$ cat src/rtl/decode_pkg.sv
// decode_pkg: shared formats, opcodes and opcode classifier for the decode stage.
package decode_pkg;
   typedef enum logic [2:0] {R = 3'd0, I = 3'd1, S = 3'd2, B = 3'd3, U = 3'd4, J = 3'd5, ILLEGAL = 3'd7} fmt_e;
   localparam logic [6:0] OP_R      = 7'b0110011;
   localparam logic [6:0] OP_IMM    = 7'b0010011;
   localparam logic [6:0] OP_LOAD   = 7'b0000011;
   localparam logic [6:0] OP_JALR   = 7'b1100111;
   localparam logic [6:0] OP_SYS    = 7'b1110011;
   localparam logic [6:0] OP_STORE  = 7'b0100011;
   localparam logic [6:0] OP_BRANCH = 7'b1100011;
   localparam logic [6:0] OP_LUI    = 7'b0110111;
   localparam logic [6:0] OP_AUIPC  = 7'b0010111;
   localparam logic [6:0] OP_JAL    = 7'b1101111;
   // Every legal opcode ends in 2'b11, so a bad low pair falls through to ILLEGAL.
   function automatic fmt_e fmt_of(input logic [6:0] op);
      case (op)
         OP_R:                             return R;
         OP_IMM, OP_LOAD, OP_JALR, OP_SYS: return I;
         OP_STORE:                         return S;
         OP_BRANCH:                        return B;
         OP_LUI, OP_AUIPC:                 return U;
         OP_JAL:                           return J;
         default:                          return ILLEGAL;
      endcase
   endfunction
endpackage

$ cat src/rtl/decode_ctl_if.sv
// decode_ctl_if: fetch-side and execute-side handshake bundle of the decode stage.
interface decode_ctl_if import decode_pkg::*; #(
   parameter int DWIDTH = 32,
   parameter int AWIDTH = 32,
   parameter int CWIDTH = 32
);
   logic              in_valid_i, in_ready_o, flush_i, out_valid_o, out_ready_i, illegal_o;
   logic [AWIDTH-1:0] pc_i, pc_o;
   logic [DWIDTH-1:0] insn_i, insn_o, imm_o;
   logic [6:0]        opcode_o, funct7_o;
   logic [4:0]        rd_o, rs1_o, rs2_o;
   logic [2:0]        funct3_o;
   fmt_e              fmt_o;
   logic [CWIDTH-1:0] dec_count_o;
   modport slave (
      input  in_valid_i, pc_i, insn_i, flush_i, out_ready_i,
      output in_ready_o, out_valid_o, pc_o, insn_o, opcode_o, rd_o, rs1_o, rs2_o,
             funct3_o, funct7_o, fmt_o, imm_o, illegal_o, dec_count_o
   );
   modport master (
      output in_valid_i, pc_i, insn_i, flush_i, out_ready_i,
      input  in_ready_o, out_valid_o, pc_o, insn_o, opcode_o, rd_o, rs1_o, rs2_o,
             funct3_o, funct7_o, fmt_o, imm_o, illegal_o, dec_count_o
   );
endinterface

$ cat src/rtl/igen.sv
// igen: sign-extended immediate generator for the base integer formats.
module igen import decode_pkg::*; #(
   parameter int DWIDTH = 32
) (
   input  logic [6:0]        opcode_i,
   input  logic [DWIDTH-1:0] insn_i,
   output logic [DWIDTH-1:0] imm_o
);
   fmt_e fmt;
   logic unused_opcode_bits;
   assign unused_opcode_bits = ^insn_i[6:0];
   assign fmt = fmt_of(opcode_i);
   assign imm_o = fmt == I ? DWIDTH'($signed(insn_i[31:20]))
                : fmt == S ? DWIDTH'($signed({insn_i[31:25], insn_i[11:7]}))
                : fmt == B ? DWIDTH'($signed({insn_i[31], insn_i[7], insn_i[30:25], insn_i[11:8], 1'b0}))
                : fmt == U ? DWIDTH'($signed({insn_i[31:12], 12'b0}))
                : fmt == J ? DWIDTH'($signed({insn_i[31], insn_i[19:12], insn_i[20], insn_i[30:21], 1'b0}))
                : '0;
endmodule

$ cat src/rtl/decode_ctl.sv
// decode_ctl: decode-stage skid buffer, field/format decode and drain counter.
module decode_ctl import decode_pkg::*; #(
   parameter int DWIDTH = 32,
   parameter int AWIDTH = 32,
   parameter int CWIDTH = 32
) (
   input logic         clk,
   input logic         rst,
   decode_ctl_if.slave bus
);
   logic              main_v_q, main_v_d, skid_v_q, skid_v_d, rdy_q, acc, drn, ld_main, ld_skid;
   logic [AWIDTH-1:0] main_pc_q, main_pc_d, skid_pc_q, skid_pc_d;
   logic [DWIDTH-1:0] main_insn_q, main_insn_d, skid_insn_q, skid_insn_d, igen_imm;
   logic [CWIDTH-1:0] cnt_q;
   fmt_e              fmt;
   always_comb begin
      acc         = bus.in_valid_i & rdy_q;
      drn         = main_v_q & bus.out_ready_i;
      ld_main     = acc & (!main_v_q | drn);
      ld_skid     = acc & main_v_q & !drn;
      main_v_d    = !bus.flush_i & (skid_v_q | acc | (main_v_q & !drn));
      skid_v_d    = !bus.flush_i & (skid_v_q ? !drn : ld_skid);
      main_pc_d   = skid_v_q & drn ? skid_pc_q : ld_main ? bus.pc_i : main_pc_q;
      main_insn_d = skid_v_q & drn ? skid_insn_q : ld_main ? bus.insn_i : main_insn_q;
      skid_pc_d   = ld_skid ? bus.pc_i : skid_pc_q;
      skid_insn_d = ld_skid ? bus.insn_i : skid_insn_q;
   end
   always_ff @(posedge clk) begin
      if (rst) begin
         main_v_q    <= 1'b0;
         skid_v_q    <= 1'b0;
         rdy_q       <= 1'b1;
         main_pc_q   <= '0;
         main_insn_q <= '0;
         skid_pc_q   <= '0;
         skid_insn_q <= '0;
         cnt_q       <= '0;
      end else begin
         main_v_q    <= main_v_d;
         skid_v_q    <= skid_v_d;
         rdy_q       <= !skid_v_d;
         main_pc_q   <= main_pc_d;
         main_insn_q <= main_insn_d;
         skid_pc_q   <= skid_pc_d;
         skid_insn_q <= skid_insn_d;
         cnt_q       <= cnt_q + CWIDTH'(drn);
      end
   end
   igen #(.DWIDTH(DWIDTH)) u_igen (
      .opcode_i (main_insn_q[6:0]),
      .insn_i   (main_insn_q),
      .imm_o    (igen_imm)
   );
   assign fmt             = fmt_of(main_insn_q[6:0]);
   assign bus.in_ready_o  = rdy_q;
   assign bus.out_valid_o = main_v_q;
   assign bus.pc_o        = main_pc_q;
   assign bus.insn_o      = main_insn_q;
   assign bus.opcode_o    = main_insn_q[6:0];
   assign bus.rd_o        = main_insn_q[11:7];
   assign bus.funct3_o    = main_insn_q[14:12];
   assign bus.rs1_o       = main_insn_q[19:15];
   assign bus.rs2_o       = main_insn_q[24:20];
   assign bus.funct7_o    = main_insn_q[31:25];
   assign bus.fmt_o       = fmt;
   assign bus.imm_o       = (fmt == R || fmt == ILLEGAL) ? '0 : igen_imm;
   assign bus.illegal_o   = main_v_q & (fmt == ILLEGAL);
   assign bus.dec_count_o = cnt_q;
endmodule

$ cat src/flat_wrapper.sv
// flat-port wrapper written by rule: the top's interface ports become plain ports
module decode_ctl_flat import decode_pkg::*;
#(
   parameter int DWIDTH = 32,
   parameter int AWIDTH = 32,
   parameter int CWIDTH = 32
)
  (clk, rst, bus_in_valid_i, bus_pc_i, bus_insn_i, bus_flush_i, bus_out_ready_i, bus_in_ready_o, bus_out_valid_o, bus_pc_o, bus_insn_o, bus_opcode_o, bus_rd_o, bus_rs1_o, bus_rs2_o, bus_funct3_o, bus_funct7_o, bus_fmt_o, bus_imm_o, bus_illegal_o, bus_dec_count_o);
  decode_ctl_if #(.DWIDTH(DWIDTH), .AWIDTH(AWIDTH), .CWIDTH(CWIDTH)) bus_i ();
  input logic clk;
  input logic rst;
  input wire logic [$bits(bus_i.in_valid_i)-1:0] bus_in_valid_i;
  input wire logic [$bits(bus_i.pc_i)-1:0] bus_pc_i;
  input wire logic [$bits(bus_i.insn_i)-1:0] bus_insn_i;
  input wire logic [$bits(bus_i.flush_i)-1:0] bus_flush_i;
  input wire logic [$bits(bus_i.out_ready_i)-1:0] bus_out_ready_i;
  output wire logic [$bits(bus_i.in_ready_o)-1:0] bus_in_ready_o;
  output wire logic [$bits(bus_i.out_valid_o)-1:0] bus_out_valid_o;
  output wire logic [$bits(bus_i.pc_o)-1:0] bus_pc_o;
  output wire logic [$bits(bus_i.insn_o)-1:0] bus_insn_o;
  output wire logic [$bits(bus_i.opcode_o)-1:0] bus_opcode_o;
  output wire logic [$bits(bus_i.rd_o)-1:0] bus_rd_o;
  output wire logic [$bits(bus_i.rs1_o)-1:0] bus_rs1_o;
  output wire logic [$bits(bus_i.rs2_o)-1:0] bus_rs2_o;
  output wire logic [$bits(bus_i.funct3_o)-1:0] bus_funct3_o;
  output wire logic [$bits(bus_i.funct7_o)-1:0] bus_funct7_o;
  output wire logic [$bits(bus_i.fmt_o)-1:0] bus_fmt_o;
  output wire logic [$bits(bus_i.imm_o)-1:0] bus_imm_o;
  output wire logic [$bits(bus_i.illegal_o)-1:0] bus_illegal_o;
  output wire logic [$bits(bus_i.dec_count_o)-1:0] bus_dec_count_o;
  assign bus_i.in_valid_i = bus_in_valid_i;
  assign bus_i.pc_i = bus_pc_i;
  assign bus_i.insn_i = bus_insn_i;
  assign bus_i.flush_i = bus_flush_i;
  assign bus_i.out_ready_i = bus_out_ready_i;
  assign bus_in_ready_o = bus_i.in_ready_o;
  assign bus_out_valid_o = bus_i.out_valid_o;
  assign bus_pc_o = bus_i.pc_o;
  assign bus_insn_o = bus_i.insn_o;
  assign bus_opcode_o = bus_i.opcode_o;
  assign bus_rd_o = bus_i.rd_o;
  assign bus_rs1_o = bus_i.rs1_o;
  assign bus_rs2_o = bus_i.rs2_o;
  assign bus_funct3_o = bus_i.funct3_o;
  assign bus_funct7_o = bus_i.funct7_o;
  assign bus_fmt_o = bus_i.fmt_o;
  assign bus_imm_o = bus_i.imm_o;
  assign bus_illegal_o = bus_i.illegal_o;
  assign bus_dec_count_o = bus_i.dec_count_o;
  decode_ctl #(.DWIDTH(DWIDTH), .AWIDTH(AWIDTH), .CWIDTH(CWIDTH)) u_core (.clk(clk), .rst(rst), .bus(bus_i));
endmodule
$ cat config.mk
export PLATFORM = sky130hd
export DESIGN_NAME = decode_ctl_flat
export DESIGN_NICKNAME = d
export VERILOG_FILES = /design/src/rtl/decode_pkg.sv /design/src/rtl/decode_ctl_if.sv /design/src/rtl/igen.sv /design/src/rtl/decode_ctl.sv /design/src/flat_wrapper.sv
export SDC_FILE = /design/constraint.sdc
export NUM_CORES = 1
export LEC_CHECK = 0
export CAP_MARGIN = 20
export CORE_ASPECT_RATIO = 0.9
export CORE_MARGIN = 5
export CORE_UTILIZATION = 50
export CTS_BUF_LIST = sky130_fd_sc_hd__clkbuf_16
export DETAILED_ROUTE_END_ITERATION = 8
export PLACE_DENSITY = 0.85
export SLEW_MARGIN = 25
export SYNTH_ARGS = -nofsm -noshare
export SYNTH_HDL_FRONTEND = slang
export SYNTH_SLANG_ARGS = --single-unit
$ cat constraint.sdc
create_clock -name clk -period 5.17 [get_ports clk]
set_clock_uncertainty 0.15 [all_clocks]
set_input_delay 1.551 -clock clk [delete_from_list [all_inputs] [get_ports clk]]
set_output_delay 1.551 -clock clk [all_outputs]
set_load 0.02 [all_outputs]
* Word level (Yosys, flattened, before mapping)
Index checks and enable logic that the tools add are counted.
** Cells by class
- Add/subtract/negate cells :: 1
- Equality and inequality tests :: 16
- Multiplexer cells :: 12
- Bitwise gates (word level) :: 13
- Reductions and logical operators :: 9
** Operator list (number)
- 32-bit two-way mux :: 10
- 32-bit by 1-bit adder with 32-bit output :: 1
- 7-bit == test (second input constant) :: 4
- 7-bit by 6-bit == test with 1-bit output (second input constant) :: 3
- 3-bit one-hot mux with 6 select lines :: 1
- 7-bit by 5-bit == test with 1-bit output (second input constant) :: 2
- 1-bit AND :: 10
- 3-bit == test (second input constant) :: 3
- 7-bit by 2-bit == test with 1-bit output (second input constant) :: 1
- 3-bit by 2-bit == test with 1-bit output (second input constant) :: 2
- 1-bit logical NOT :: 4
- 4-bit OR reduction :: 1
- 3-bit by 1-bit == test with 1-bit output (second input constant) :: 1
- 3-bit logical NOT :: 1
- 1-bit OR :: 3
- 2-bit nonzero test :: 1
- 2-bit OR reduction :: 1
- 1-bit logical OR :: 1
- 1-bit two-way mux :: 1
** Word-level totals
- Bits in registers :: 163
- Bits of input ports :: 69
- Logic and storage cells :: 59

* Longest topological paths before layout
Gate-level depths: netlist of run 1.
- Depth after elaboration :: 10
- Depth in mapped cells :: 8

* Modules after synthesis
From an unflattened synthesis of run 1, not the netlist that was laid out.
** Second synthesis, totals
- Cells, all modules :: 924
- Area total of the unflattened synthesis :: 7767.4 um2
** Modules (own cells, without submodules)
- decode_ctl :: instances 1, cells an instance 851, area each 7193.1 um2
- igen :: instances 1, cells an instance 73, area each 574.3 um2

* Worst setup path after synthesis of run 1
Ideal clock, no wire load.
- Kind :: flip-flop to output port
- From :: register u_core.main_insn_q[4], in the netlist u_core.bus.insn_o[4]
- To :: output bus_imm_o[20]
- Arrival time :: 2019 ps
- Data required time :: 3469 ps
- Slack :: 1450 ps
- Cell stages (with the launch flop) :: 6
- Cell sequence :: dfxtp_1 > clkbuf_1 > nand2_1 > a211o_1 > o2bb2ai_1 > o21ai_0
** On the way
- Cells in the longest elaborated chain, start to end :: 10
** RTL lines
- from (decl) :: line decode_ctl.sv:13 : logic [DWIDTH-1:0] main_insn_q, main_insn_d, skid_insn_q, skid_insn_d, igen_imm;
- from (signal assigned) :: line decode_ctl.sv:43 : main_insn_q <= main_insn_d;
- 7-bit by 5-bit == test with 1-bit output, or another cell as far along :: line decode_pkg.sv:16 : case (op)
- 4-bit OR reduction / 2-bit OR reduction (equally long branches) :: line decode_pkg.sv:16
- 3-bit one-hot mux with 6 select lines (*) :: line decode_pkg.sv:16
- named net bus_fmt_o[0] :: line flat_wrapper.sv:27 : output wire logic [$bits(bus_i.fmt_o)-1:0] bus_fmt_o;
- 3-bit == test :: line igen.sv:17 : : fmt == J ? DWIDTH'($signed({insn_i[31], insn_i[19:12], insn_i[20], insn_i[30:21], 1'b0}))
- 32-bit two-way mux :: line igen.sv:17
- 32-bit two-way mux :: line igen.sv:16 : : fmt == U ? DWIDTH'($signed({insn_i[31:12], 12'b0}))
- 32-bit two-way mux :: line igen.sv:15 : : fmt == B ? DWIDTH'($signed({insn_i[31], insn_i[7], insn_i[30:25], insn_i[11:8], 1'b0}))
- 32-bit two-way mux :: line igen.sv:14 : : fmt == S ? DWIDTH'($signed({insn_i[31:25], insn_i[11:7]}))
- 32-bit two-way mux :: line igen.sv:13 : assign imm_o = fmt == I ? DWIDTH'($signed(insn_i[31:20]))
- 32-bit two-way mux (*) :: line decode_ctl.sv:66 : assign bus.imm_o = (fmt == R || fmt == ILLEGAL) ? '0 : igen_imm;
- to (decl) :: line flat_wrapper.sv:28 : output wire logic [$bits(bus_i.imm_o)-1:0] bus_imm_o;
Mark *: on every way through the listed nets, which the timed path passes. The rest lies on a longest branch.

* Final worst setup path of run 1
- From :: register u_core.main_insn_q[3], in the netlist u_core.bus.insn_o[3]
- To :: output bus_fmt_o[2]
** On the way
- Cells in the longest elaborated chain, start to end :: 3
** RTL lines (line)
- 7-bit by 5-bit == test with 1-bit output, or another cell as far along :: decode_pkg.sv:16
- 4-bit OR reduction / 2-bit OR reduction (equally long branches) :: decode_pkg.sv:16
- 3-bit one-hot mux with 6 select lines (*) :: decode_pkg.sv:16
- to (decl) :: flat_wrapper.sv:27
Every way passes the cells marked *; elsewhere a longest branch is shown, timed or not.

==> results of run 1 <==
layout make-up:
type	count	share of cell area, %
clock inverter	13	0.950
inverter	7	0.259
tap	198	2.44
sequential	163	32.2
timing repair buffer	245	24.1
clock buffer	17	4.20
multi-input combinational	630	35.9
where the power goes:
| part | internal [mW] | total (mW) | switching, mW |
|---|---|---|---|
| logic | 0.180 | 0.358 | 0.178 |
| registers | 1.30 | 1.34 | 0.0427 |
| clock network | 0.646 | 1.15 | 0.503 |
| total | 2.12 | 2.85 | 0.723 |
worst reg2reg max path, delay by kind of cell, from the launching register on:
family                     cells  cell delay, ns
and+or+nand+nor                4            1.52
DFF                            1            0.36
adders and majority gates      2            0.50
AOI/OAI and AO/OA              1            0.14
sequential cells by signal (all words and copies together), names as in the netlist:
name	flops
u_core.skid_v_q	1
u_core.bus.dec_count_o	32
u_core.skid_pc_q	32
u_core.bus.insn_o	32
u_core.bus.pc_o	32
u_core.bus.in_ready_o	1
u_core.bus.out_valid_o	1
u_core.skid_insn_q	32
cells by family after synthesis:
family,after synthesis
flops,163
buf+inv,105
compound gates,220
mux,54
fa+ha+maj,2
xor+xnor,13
simple gates,341
layer usage:
metal | global-route usage (%) | wire, um
met3 | 7.25 | 1530
met5 | 0 | 13
met4 | 9.59 | 586
met2 | 40.2 | 10500
met1 | 28.8 | 9040
path summary, 6_finish.rpt:
path / from / endpoint / cells past startpoint
min reg2reg: u_core.skid_insn_q[7] / u_core.skid_insn_q[7] / 2
max reg2reg: u_core.bus.out_valid_o / u_core.bus.dec_count_o[28] / 7
max: u_core.bus.insn_o[3] / bus_fmt_o[2] / 6
min: u_core.skid_insn_q[7] / u_core.skid_insn_q[7] / 2
cells in the mapped netlist (7+ instances only):
cell type    n  area (um2)
clkbuf_1    59         221
buf_2        7        35.0
o31ai_1     15         113
a311oi_1    11        96.3
mux2i_1     53         531
inv_1        7        26.3
nor2_1      89         334
a21o_1      10        75.1
nor3_1       7        35.0
nand3_1     17        85.1
buf_4       32         240
xor2_1       7        61.3
or4_1       17         128
dfxtp_1    163        3260
a21oi_1     86         430
nand2_1    157         589
a211oi_1    54         405
o21ai_0     29         145
nand4_1      8        50.1
==> impl_metrics.json, run 1 <==
{
  "wire_per_inst_um": 17.0,
  "cp_slowest_stage_delay_ns": 0.56,
  "tightest_slew_ns": 0.839,
  "status": "finished, final reports clean",
  "clk_latency_ns": 0.43,
  "globalplace.congestion": 0.925,
  "grt_remaining_overflow": 0,
  "hold_path.class": "flip-flop to flip-flop",
  "crit_fanout": 12,
  "die-area_mm2": 0.0173,
  "synth_flop_cell": "dfxtp_1",
  "final_common_cell": "clkdlybuf4s50_1",
  "min_period_ns": 4.62,
  "fillers": 1186,
  "placementRows": 42,
  "max_freq_mhz": 216,
  "path_cells": "and3b_1 > nand3_1 > o21ai_1 > buf_4 > or3b_2 > clkdlybuf4s50_1",
  "die_w_um": 138,
  "finalCritPeriodShare_pct": 89.4,
  "hpwlAfterDp_um": 14900,
  "layout_common_cells": "233 x clkdlybuf4s50_1, 163 x dfxtp_1, 156 x nand2_1",
  "yosysSeqAreaShare_pct": 44.1,
  "via_per_inst": 5.58,
  "reg2reg_setup_slack_ns": 2.44,
  "rsz0062_at_grt": "no",
  "syn-num-nets": 969,
  "post_cts_buffers": 0,
  "clkTransAtPathRegs_ns": 0.06,
  "grt_use_total_pct": 23.9,
  "seq_area_mm2": 0.00326,
  "die_h_um": 125,
  "final_util_pct": 69.4,
  "avgSynthCellArea_um2": 8.24,
  "drcViolationCount": 0,
  "synth_xor_area_share_pct": 1.54,
  "postSynthCellCount": 898,
  "cap_violations": 0,
  "final_cell_area_mm2": 0.0101,
  "synth_top_family_by_area": "simple AND/OR/NAND/NOR gates",
  "synthAdderAreaFrac_pct": 0.338,
  "clock-root-buffer": "clkbuf_16",
  "synth.area.mux_share_pct": 7.32,
  "synthArstFlopShare_pct": 0,
  "drv_slew": 0,
  "dp_cells": 1243,
  "synth_compound_area_share_pct": 18.7,
  "cp_top_family": "simple AND/OR/NAND/NOR gates",
  "ctsHoldBuffers": 0,
  "portBuffers": 234,
  "drt-initial-drc-count": 448,
  "worstPathRequired_ns": 3.47,
  "worst_slack_ns": 0.548,
  "whs_ns": 0.305,
  "place_ws_ns": 0.712,
  "grt_max_degree": 112,
  "place_area_mm2": 0.00961,
  "cp-end-kind": "output port",
  "pin_count": 235,
  "first_pass_iters": 5,
  "timing.critical_path.buf_inv": 2,
  "clock_sinks": 163,
  "startpoint_type": "flip-flop",
  "synth_warnings": 0,
  "multi_input_comb_area_mm2": 0.00364,
  "fin_cells": 1273,
  "fin_tns_setup_ns": 0,
  "antenna_found_initial": 1,
  "ys_ff_latch": 163,
  "syn_to_final_growth_pct": 36.9,
  "nets": 1135,
  "worstSetupPathType": "flip-flop to output port",
  "finalPower_mw": 2.85,
  "grt_pass1_vias": 6691,
  "ant_nets": 0,
  "finalHoldViolCount": 0,
  "synth_cell_type_count": 47,
  "clock_path_buffers": 2,
  "netlist_area_mm2": 0.00740,
  "cts_tree": "yes",
  "post_cts_resized": 0,
  "setup_viol": 0,
  "drive_gt1_share_pct": 4.65,
  "max-slew-margin-rel_pct": 44.1,
  "synthSimpleGateAreaFrac_pct": 21.0,
  "synth_edf_count": 0,
  "p_leak_nw": 3.79,
  "power_density_mw_per_mm2": 281,
  "initial_core_util_pct": 50.7,
  "cp_slowest_cell": "clkdlybuf4s50_1",
  "grt_pass1_wl_um": 34400,
  "vdd_drop_max_mv": 0.246,
  "h-tree-depth": 4,
  "core_mm2": 0.0146,
  "numCtsBuffers": 17,
  "n_antenna_cell": 0,
  "num_vias": 7103,
  "arrival_ns": 2.92,
  "wl_um": 21600
}
No activity file was read; power rests on OpenSTA's default activity.
==> run 2: changes to the inputs <==
--- a/config.mk
+++ b/config.mk
@@ -5,7 +5,7 @@
 export SDC_FILE = /design/constraint.sdc
 export NUM_CORES = 1
 export LEC_CHECK = 0
-export CAP_MARGIN = 20
+export CAP_MARGIN = 10
 export CORE_ASPECT_RATIO = 0.9
 export CORE_MARGIN = 5
 export CORE_UTILIZATION = 50
==> results of run 2 <==
The final DEF is identical to that of run 1; final timing and power are the same.
